### src/rtl/burst_write_beat_gen_pkg.sv
// Shared definitions for the AXI write-path burst beat generator and its splitter/realigner neighbours.
package burst_write_beat_gen_pkg;

  function automatic int calculate_AXI_OFFSET_W(input int data_w);
    return $clog2(data_w / 8);
  endfunction

  typedef enum logic [1:0] {
    ST_IDLE  = 2'd0,
    ST_PRIME = 2'd1,
    ST_DATA  = 2'd2
  } bwg_state_e;

endpackage

### src/rtl/burst_strobe_mask.sv
// First/last byte-lane masks of a burst starting at byte lane `offset` and spanning `byte_len` bytes.
module burst_strobe_mask
  import burst_write_beat_gen_pkg::*;
#(
  parameter int AXI_DATA_W = 32,
  parameter int LEN_W      = 16,
  localparam int B         = AXI_DATA_W / 8,
  localparam int OFFSET_W  = calculate_AXI_OFFSET_W(AXI_DATA_W)
) (
  input  logic [OFFSET_W-1:0] offset,
  input  logic [LEN_W-1:0]    byte_len,
  output logic [LEN_W:0]      end_bytes,
  output logic [B-1:0]        first_mask,
  output logic [B-1:0]        last_mask
);

  localparam logic [B-1:0] ONES = '1;

  logic [OFFSET_W-1:0] end_lane;
  logic [OFFSET_W-1:0] tail_shift;

  always_comb begin
    // One bit wider than byte_len so a maximum-length burst cannot wrap.
    end_bytes  = {1'b0, byte_len} + {{(LEN_W + 1 - OFFSET_W){1'b0}}, offset};
    end_lane   = end_bytes[OFFSET_W-1:0];
    // (B - end_lane) mod B is the two's complement of end_lane in OFFSET_W bits.
    tail_shift = (~end_lane) + {{(OFFSET_W - 1){1'b0}}, 1'b1};
    first_mask = ONES << offset;
    last_mask  = ONES >> tail_shift;
  end

endmodule

### src/rtl/burst_write_beat_gen.sv
// Drives the byte-offset splitter and emits AXI W beats (WSTRB/WLAST) for one burst at a time.
module burst_write_beat_gen
  import burst_write_beat_gen_pkg::*;
#(
  parameter int AXI_DATA_W = 32,
  parameter int LEN_W      = 16,
  localparam int OFFSET_W  = calculate_AXI_OFFSET_W(AXI_DATA_W)
) (
  input  logic                    clk,
  input  logic                    rst,
  input  logic                    start,
  input  logic [OFFSET_W-1:0]     offset,
  input  logic [LEN_W-1:0]        byte_len,
  output logic                    busy,
  output logic                    done,
  input  logic                    in_valid,
  output logic                    in_pop,
  output logic                    split_first,
  output logic                    split_adv,
  input  logic [AXI_DATA_W-1:0]   split_data,
  output logic [AXI_DATA_W-1:0]   wdata,
  output logic [AXI_DATA_W/8-1:0] wstrb,
  output logic                    wlast,
  output logic                    wvalid,
  input  logic                    wready
);

  localparam int B     = AXI_DATA_W / 8;
  localparam int CNT_W = LEN_W + 1;
  localparam logic [B-1:0]     ONES    = '1;
  localparam logic [CNT_W-1:0] CNT_ONE = CNT_W'(1);
  localparam logic [CNT_W-1:0] ROUND   = CNT_W'(B - 1);

  bwg_state_e       state_q, state_d;
  logic [CNT_W-1:0] beats_q, beats_d;
  logic [CNT_W-1:0] in_words_q, in_words_d;
  logic [CNT_W-1:0] beat_cnt_q, beat_cnt_d;
  logic [CNT_W-1:0] words_loaded_q, words_loaded_d;
  logic [CNT_W-1:0] beats_loaded_q, beats_loaded_d;
  logic [B-1:0]     first_mask_q, first_mask_d;
  logic [B-1:0]     last_mask_q, last_mask_d;
  logic             out_full_q, out_full_d;
  logic             done_q, done_d;

  logic [CNT_W-1:0] end_bytes;
  logic [B-1:0]     first_mask_w, last_mask_w;
  logic             is_last, hs, load, need_in;

  // Masks are evaluated on the live request and captured when the burst is accepted.
  burst_strobe_mask #(
    .AXI_DATA_W (AXI_DATA_W),
    .LEN_W      (LEN_W)
  ) u_mask (
    .offset     (offset),
    .byte_len   (byte_len),
    .end_bytes  (end_bytes),
    .first_mask (first_mask_w),
    .last_mask  (last_mask_w)
  );

  assign is_last = (beat_cnt_q == beats_q - CNT_ONE);

  always_comb begin
    state_d        = state_q;
    beats_d        = beats_q;
    in_words_d     = in_words_q;
    beat_cnt_d     = beat_cnt_q;
    words_loaded_d = words_loaded_q;
    beats_loaded_d = beats_loaded_q;
    first_mask_d   = first_mask_q;
    last_mask_d    = last_mask_q;
    out_full_d     = out_full_q;
    done_d         = 1'b0;
    in_pop         = 1'b0;
    split_first    = 1'b0;
    split_adv      = 1'b0;
    wvalid         = 1'b0;
    hs             = 1'b0;
    load           = 1'b0;
    need_in        = 1'b0;

    case (state_q)
      ST_IDLE: begin
        if (start) begin
          if (byte_len == '0) begin
            done_d = 1'b1;
          end else begin
            state_d      = ST_PRIME;
            beats_d      = (end_bytes + ROUND) >> OFFSET_W;
            in_words_d   = ({1'b0, byte_len} + ROUND) >> OFFSET_W;
            first_mask_d = first_mask_w;
            last_mask_d  = last_mask_w;
          end
        end
      end

      ST_PRIME: begin
        split_first = in_valid;
        in_pop      = in_valid;
        if (in_valid) begin
          state_d        = ST_DATA;
          out_full_d     = 1'b1;
          beat_cnt_d     = '0;
          words_loaded_d = CNT_ONE;
          beats_loaded_d = CNT_ONE;
        end
      end

      ST_DATA: begin
        wvalid  = out_full_q;
        hs      = wvalid & wready;
        // Refill the splitter output whenever it is empty or is being drained by a non-final beat.
        load    = !out_full_q || (hs && !is_last);
        need_in = (words_loaded_q < in_words_q);
        // The trailing offset beat needs no new word: it is flushed from splitter storage.
        split_adv = load && (in_valid || !need_in) && (beats_loaded_q < beats_q);
        in_pop    = split_adv && need_in;
        if (split_adv) begin
          out_full_d     = 1'b1;
          words_loaded_d = words_loaded_q + CNT_W'(need_in);
          beats_loaded_d = beats_loaded_q + CNT_ONE;
        end else if (hs) begin
          out_full_d = 1'b0;
        end
        if (hs) begin
          beat_cnt_d = beat_cnt_q + CNT_ONE;
          if (is_last) begin
            state_d    = ST_IDLE;
            out_full_d = 1'b0;
            done_d     = 1'b1;
          end
        end
      end

      default: state_d = ST_IDLE;
    endcase
  end

  always_ff @(posedge clk or posedge rst) begin
    if (rst) begin
      state_q        <= ST_IDLE;
      beats_q        <= '0;
      in_words_q     <= '0;
      beat_cnt_q     <= '0;
      words_loaded_q <= '0;
      beats_loaded_q <= '0;
      first_mask_q   <= '0;
      last_mask_q    <= '0;
      out_full_q     <= 1'b0;
      done_q         <= 1'b0;
    end else begin
      state_q        <= state_d;
      beats_q        <= beats_d;
      in_words_q     <= in_words_d;
      beat_cnt_q     <= beat_cnt_d;
      words_loaded_q <= words_loaded_d;
      beats_loaded_q <= beats_loaded_d;
      first_mask_q   <= first_mask_d;
      last_mask_q    <= last_mask_d;
      out_full_q     <= out_full_d;
      done_q         <= done_d;
    end
  end

  assign busy  = (state_q != ST_IDLE);
  assign done  = done_q;
  assign wdata = split_data;
  assign wlast = wvalid & is_last;
  assign wstrb = wvalid ? (((beat_cnt_q == '0) ? first_mask_q : ONES) &
                           (is_last ? last_mask_q : ONES)) : '0;

endmodule

### config.mk
export PLATFORM = sky130hd
export DESIGN_NAME = burst_write_beat_gen
export DESIGN_NICKNAME = d
export VERILOG_FILES = /design/src/rtl/burst_write_beat_gen_pkg.sv /design/src/rtl/burst_strobe_mask.sv /design/src/rtl/burst_write_beat_gen.sv
export SDC_FILE = /design/constraint.sdc
export NUM_CORES = 1
export LEC_CHECK = 0
export ABC_AREA = 1
export CORE_MARGIN = 2
export CORE_UTILIZATION = 51
export CTS_CLUSTER_DIAMETER = 80
export CTS_CLUSTER_SIZE = 8
export DETAILED_ROUTE_END_ITERATION = 8
export GPL_ROUTABILITY_DRIVEN = 0
export PLACE_DENSITY = 0.89
export SLEW_MARGIN = 5
export SYNTH_ARGS = -nofsm -noshare
export SYNTH_HDL_FRONTEND = slang
export SYNTH_SLANG_ARGS = --single-unit
export TNS_END_PERCENT = 5
### constraint.sdc
create_clock -name clk -period 2.9 [get_ports clk]
set_input_delay 0.58 -clock clk [delete_from_list [all_inputs] [get_ports clk]]
set_output_delay 0.58 -clock clk [all_outputs]
set_load 0.005 [all_outputs]
==> results.cfg <==
[run_status]
status = finished with violations
failed_checks = negative setup slack

[drt]
dr.first_iter.drc_count = 986
drcViolationCount = 0
wl_per_cell_um = 17.6
post_drt_via_cell_ratio = 5.97
drt_first_pass_iters = 8
ant_nets = 0
routed_wl_um = 24100
routed-via-count = 8169

[finish]
final_common_cell = nand2_1
synthToLayoutAreaGrowth_pct = 24.6
nets = 1278
final_cell_mix = nand2_1 (239), buf_4 (117), inv_1 (115)
diodes = 0
instances_no_fill = 1369
fin_area_um2 = 9300
drive_above_1_share = 0.235

[power_and_ir_drop]
power.density_nw_per_um2 = 737
swShare = 0.459
peakVddDrop_mv = 0.592
p_int_mw = 3.71
p_leak_nw = 4.55
power_frac_seq = 0.268
clock_power_share = 0.178
finalPower_mw = 6.86
net-switching-power_mw = 3.15
comb_power_share = 0.554

[clocking]
cts-root-buf = clkbuf_16
h-tree-depth = 3
cts_buffers = 9
clk_path_buf_depth = 2
clkSinkCount = 92
clkLatencyLatePin_ns = 0.36
clkTransAtPathRegs_ns = 0.07
cts_tree = yes

[synth]
ys.warnings.count = 0
yosysSeqAreaShare = 0.309
syn_area_um2 = 7460
async_flop_share = 1.00
synth-main-ff-cell = dfrtp_1
synthCells = 1059
ys_seq_elements = 92
avgSynthCellArea_um2 = 7.05
synth_edf_count = 0
syn-num-nets = 1156
synth_cell_types = 54

[die]
die_area_um2 = 15600
die_w_um = 125
die_h_um = 125
core_area_um2 = 14400
io_pins = 98
rows = 44
start_util = 0.517

[setup_path]
worst_ep_required_time_ns = 2.32
worst-setup-path-type = register to primary output
crit_chain = buf_4 -> nor2_4 -> nand2_4 -> nor2_4 -> buf_4 -> nand3_1 -> nand2_1 -> nor2_1 -> nor2_1 -> nand3_4 -> nor2_4 -> a21oi_1 -> dlygate4sd2_1
slowest_delay_ns = 0.40
path_common_cell = nor2_4
worstSetupStartpointType = register
critPathTopFamily = simple AND/OR/NAND/NOR gates
crit_fanout = 5
crit_path_top_delay_cell = dfrtp_1
path_buf_inv = 3
cp-end-kind = primary output
critPathArrivalTime_ns = 2.70

[sta]
tightestPinTransition_ns = 0.534
hold_slack_ns = 0.491
period_minus_slack_ns = 3.28
fmax_mhz = 305
tns_ns = -8.16
final_max_slew_viol_count = 0
finalWorstSetupSlack_ns = -0.384
finClkSkew_ns = 0.0105
setup_viol_count_final = 43
layout_worst_path_cycle_share = 1.13
timing_hold_violations_final = 0
rsz0062_at_grt = yes
relSlewSlack = 0.644

[job]
max_cap_violations = 0

[place]
dp.cells = 1325
place_area_um2 = 8450
port_buffers = 33
hpwl_um = 15000

[global_routing]
grt_pass1_wl_um = 37100
grt_max_degree = 93
antenna_found_initial = 0
grt_pass1_vias = 7665
grt-ovfl-total = 0
gr-usage-all-layers = 0.290

[min_path]
hold_path_class = register to register
==> layer usage <==
layer,vias up,wire length (µm),share of wire,GRT usage
li1,3646,-,-,-
met1,3808,8890,0.37,0.351
met2,552,11300,0.47,0.484
met3,163,2140,0.089,0.0488
met4,0,1760,0.073,0.176
met5,-,0,0,0
==> synth_stat cells, types with 4 or more instances <==
cell type / instances / share of area
nand2_2: 29 / 0.024
xor2_1: 34 / 0.040
clkbuf_1: 10 / 0.0050
nor3b_1: 4 / 0.0040
nand4_1: 16 / 0.013
xnor2_1: 10 / 0.012
inv_2: 5 / 0.0025
dfrtp_1: 92 / 0.31
inv_1: 124 / 0.062
a21oi_1: 27 / 0.018
nand2_1: 246 / 0.12
buf_2: 6 / 0.0040
or2_2: 4 / 0.0034
nor4_1: 11 / 0.0092
nand3_1: 100 / 0.067
o21ai_0: 53 / 0.036
buf_4: 32 / 0.032
nor2_1: 107 / 0.054
o21ai_1: 11 / 0.0074
nor2_2: 17 / 0.014
ha_1: 41 / 0.069
nor3_1: 26 / 0.017
==> sequential cells by signal, summed over array words and instances (netlist names) <==
register	count
first_mask_q	3
words_loaded_q	17
out_full_q	1
last_mask_q	4
state_q	2
beats_q	15
beats_loaded_q	17
beat_cnt_q	17
done	1
in_words_q	15
==> through the flow <==
| step | worst slack, ns | util |
|---|---|---|
| 2_1_floorplan | 0.00973 | - |
| 3_3_place_gp | -0.134 | 0.586 |
| 3_5_place_dp | -0.275 | 0.586 |
| 4_1_cts | -0.101 | 0.634 |
| 5_1_grt | -0.451 | 0.645 |
| 6_report | -0.384 | 0.645 |
==> logic make-up (layout without fill, tap and decap cells) <==
logic type	after synthesis	after routing	share of synthesized area
xor gates and xnor gates	45	45	0.0538
DFF	92	92	0.309
adders and majority gates	42	42	0.0714
and+or+nand+nor	579	580	0.360
buffers and inverters	183	308	0.115
AOI/OAI and AO/OA	118	118	0.0917
==> power groups by stage <==
stage | Clock (mW) | Sequential [mW] | Combinational, mW
after global routing | 1.26 | 1.85 | 4.04
after detailed placement | 0 | 1.81 | 2.89
after global placement | 0 | 1.79 | 2.78
final | 1.22 | 1.84 | 3.80
after CTS | 1.20 | 1.78 | 3.36
after floorplan | 0 | 1.77 | 1.92
==> worst paths after layout <==
path	start	end	slack (ns)	cells after the start
worst min-delay path	in_words_q[11]	in_words_q[11]	0.49	2
worst min register to register	in_words_q[11]	in_words_q[11]	0.49	2
max in group asynchronous	rst	words_loaded_q[2]	1.75	3
worst max register to register	beats_q[2]	beats_loaded_q[3]	-0.21	20
min in group asynchronous	rst	beat_cnt_q[3]	0.69	3
worst max-delay path	beats_q[2]	wstrb[0]	-0.38	13
==> layout make-up <==
class                      count  area [µm²]
inverter                     129         490
timing repair buffer         164        1360
clock inverter                 3        46.3
tap                          184         230
sequential                    92        2310
multi-input combinational    785        4620
fill                        1032        5120
clock buffer                  12         246
==> worst register-to-register path: cells and delay by family, from the launching register on <==
kind,cells,cell delay (ns)
DFF,1,0.40
and+or+nand+nor,14,1.85
AOI/OAI and AO/OA,1,0.17
buffers and inverters,5,0.62
==> timing repair <==
action,4_1_cts,5_1_grt
setup buffers,29,1
pin swaps,31,26
resized for setup,66,42
hold buffers,0,0
gates cloned,1,0
setup endpoints to repair,13,51
No activity file was read; power rests on OpenSTA's default activity.
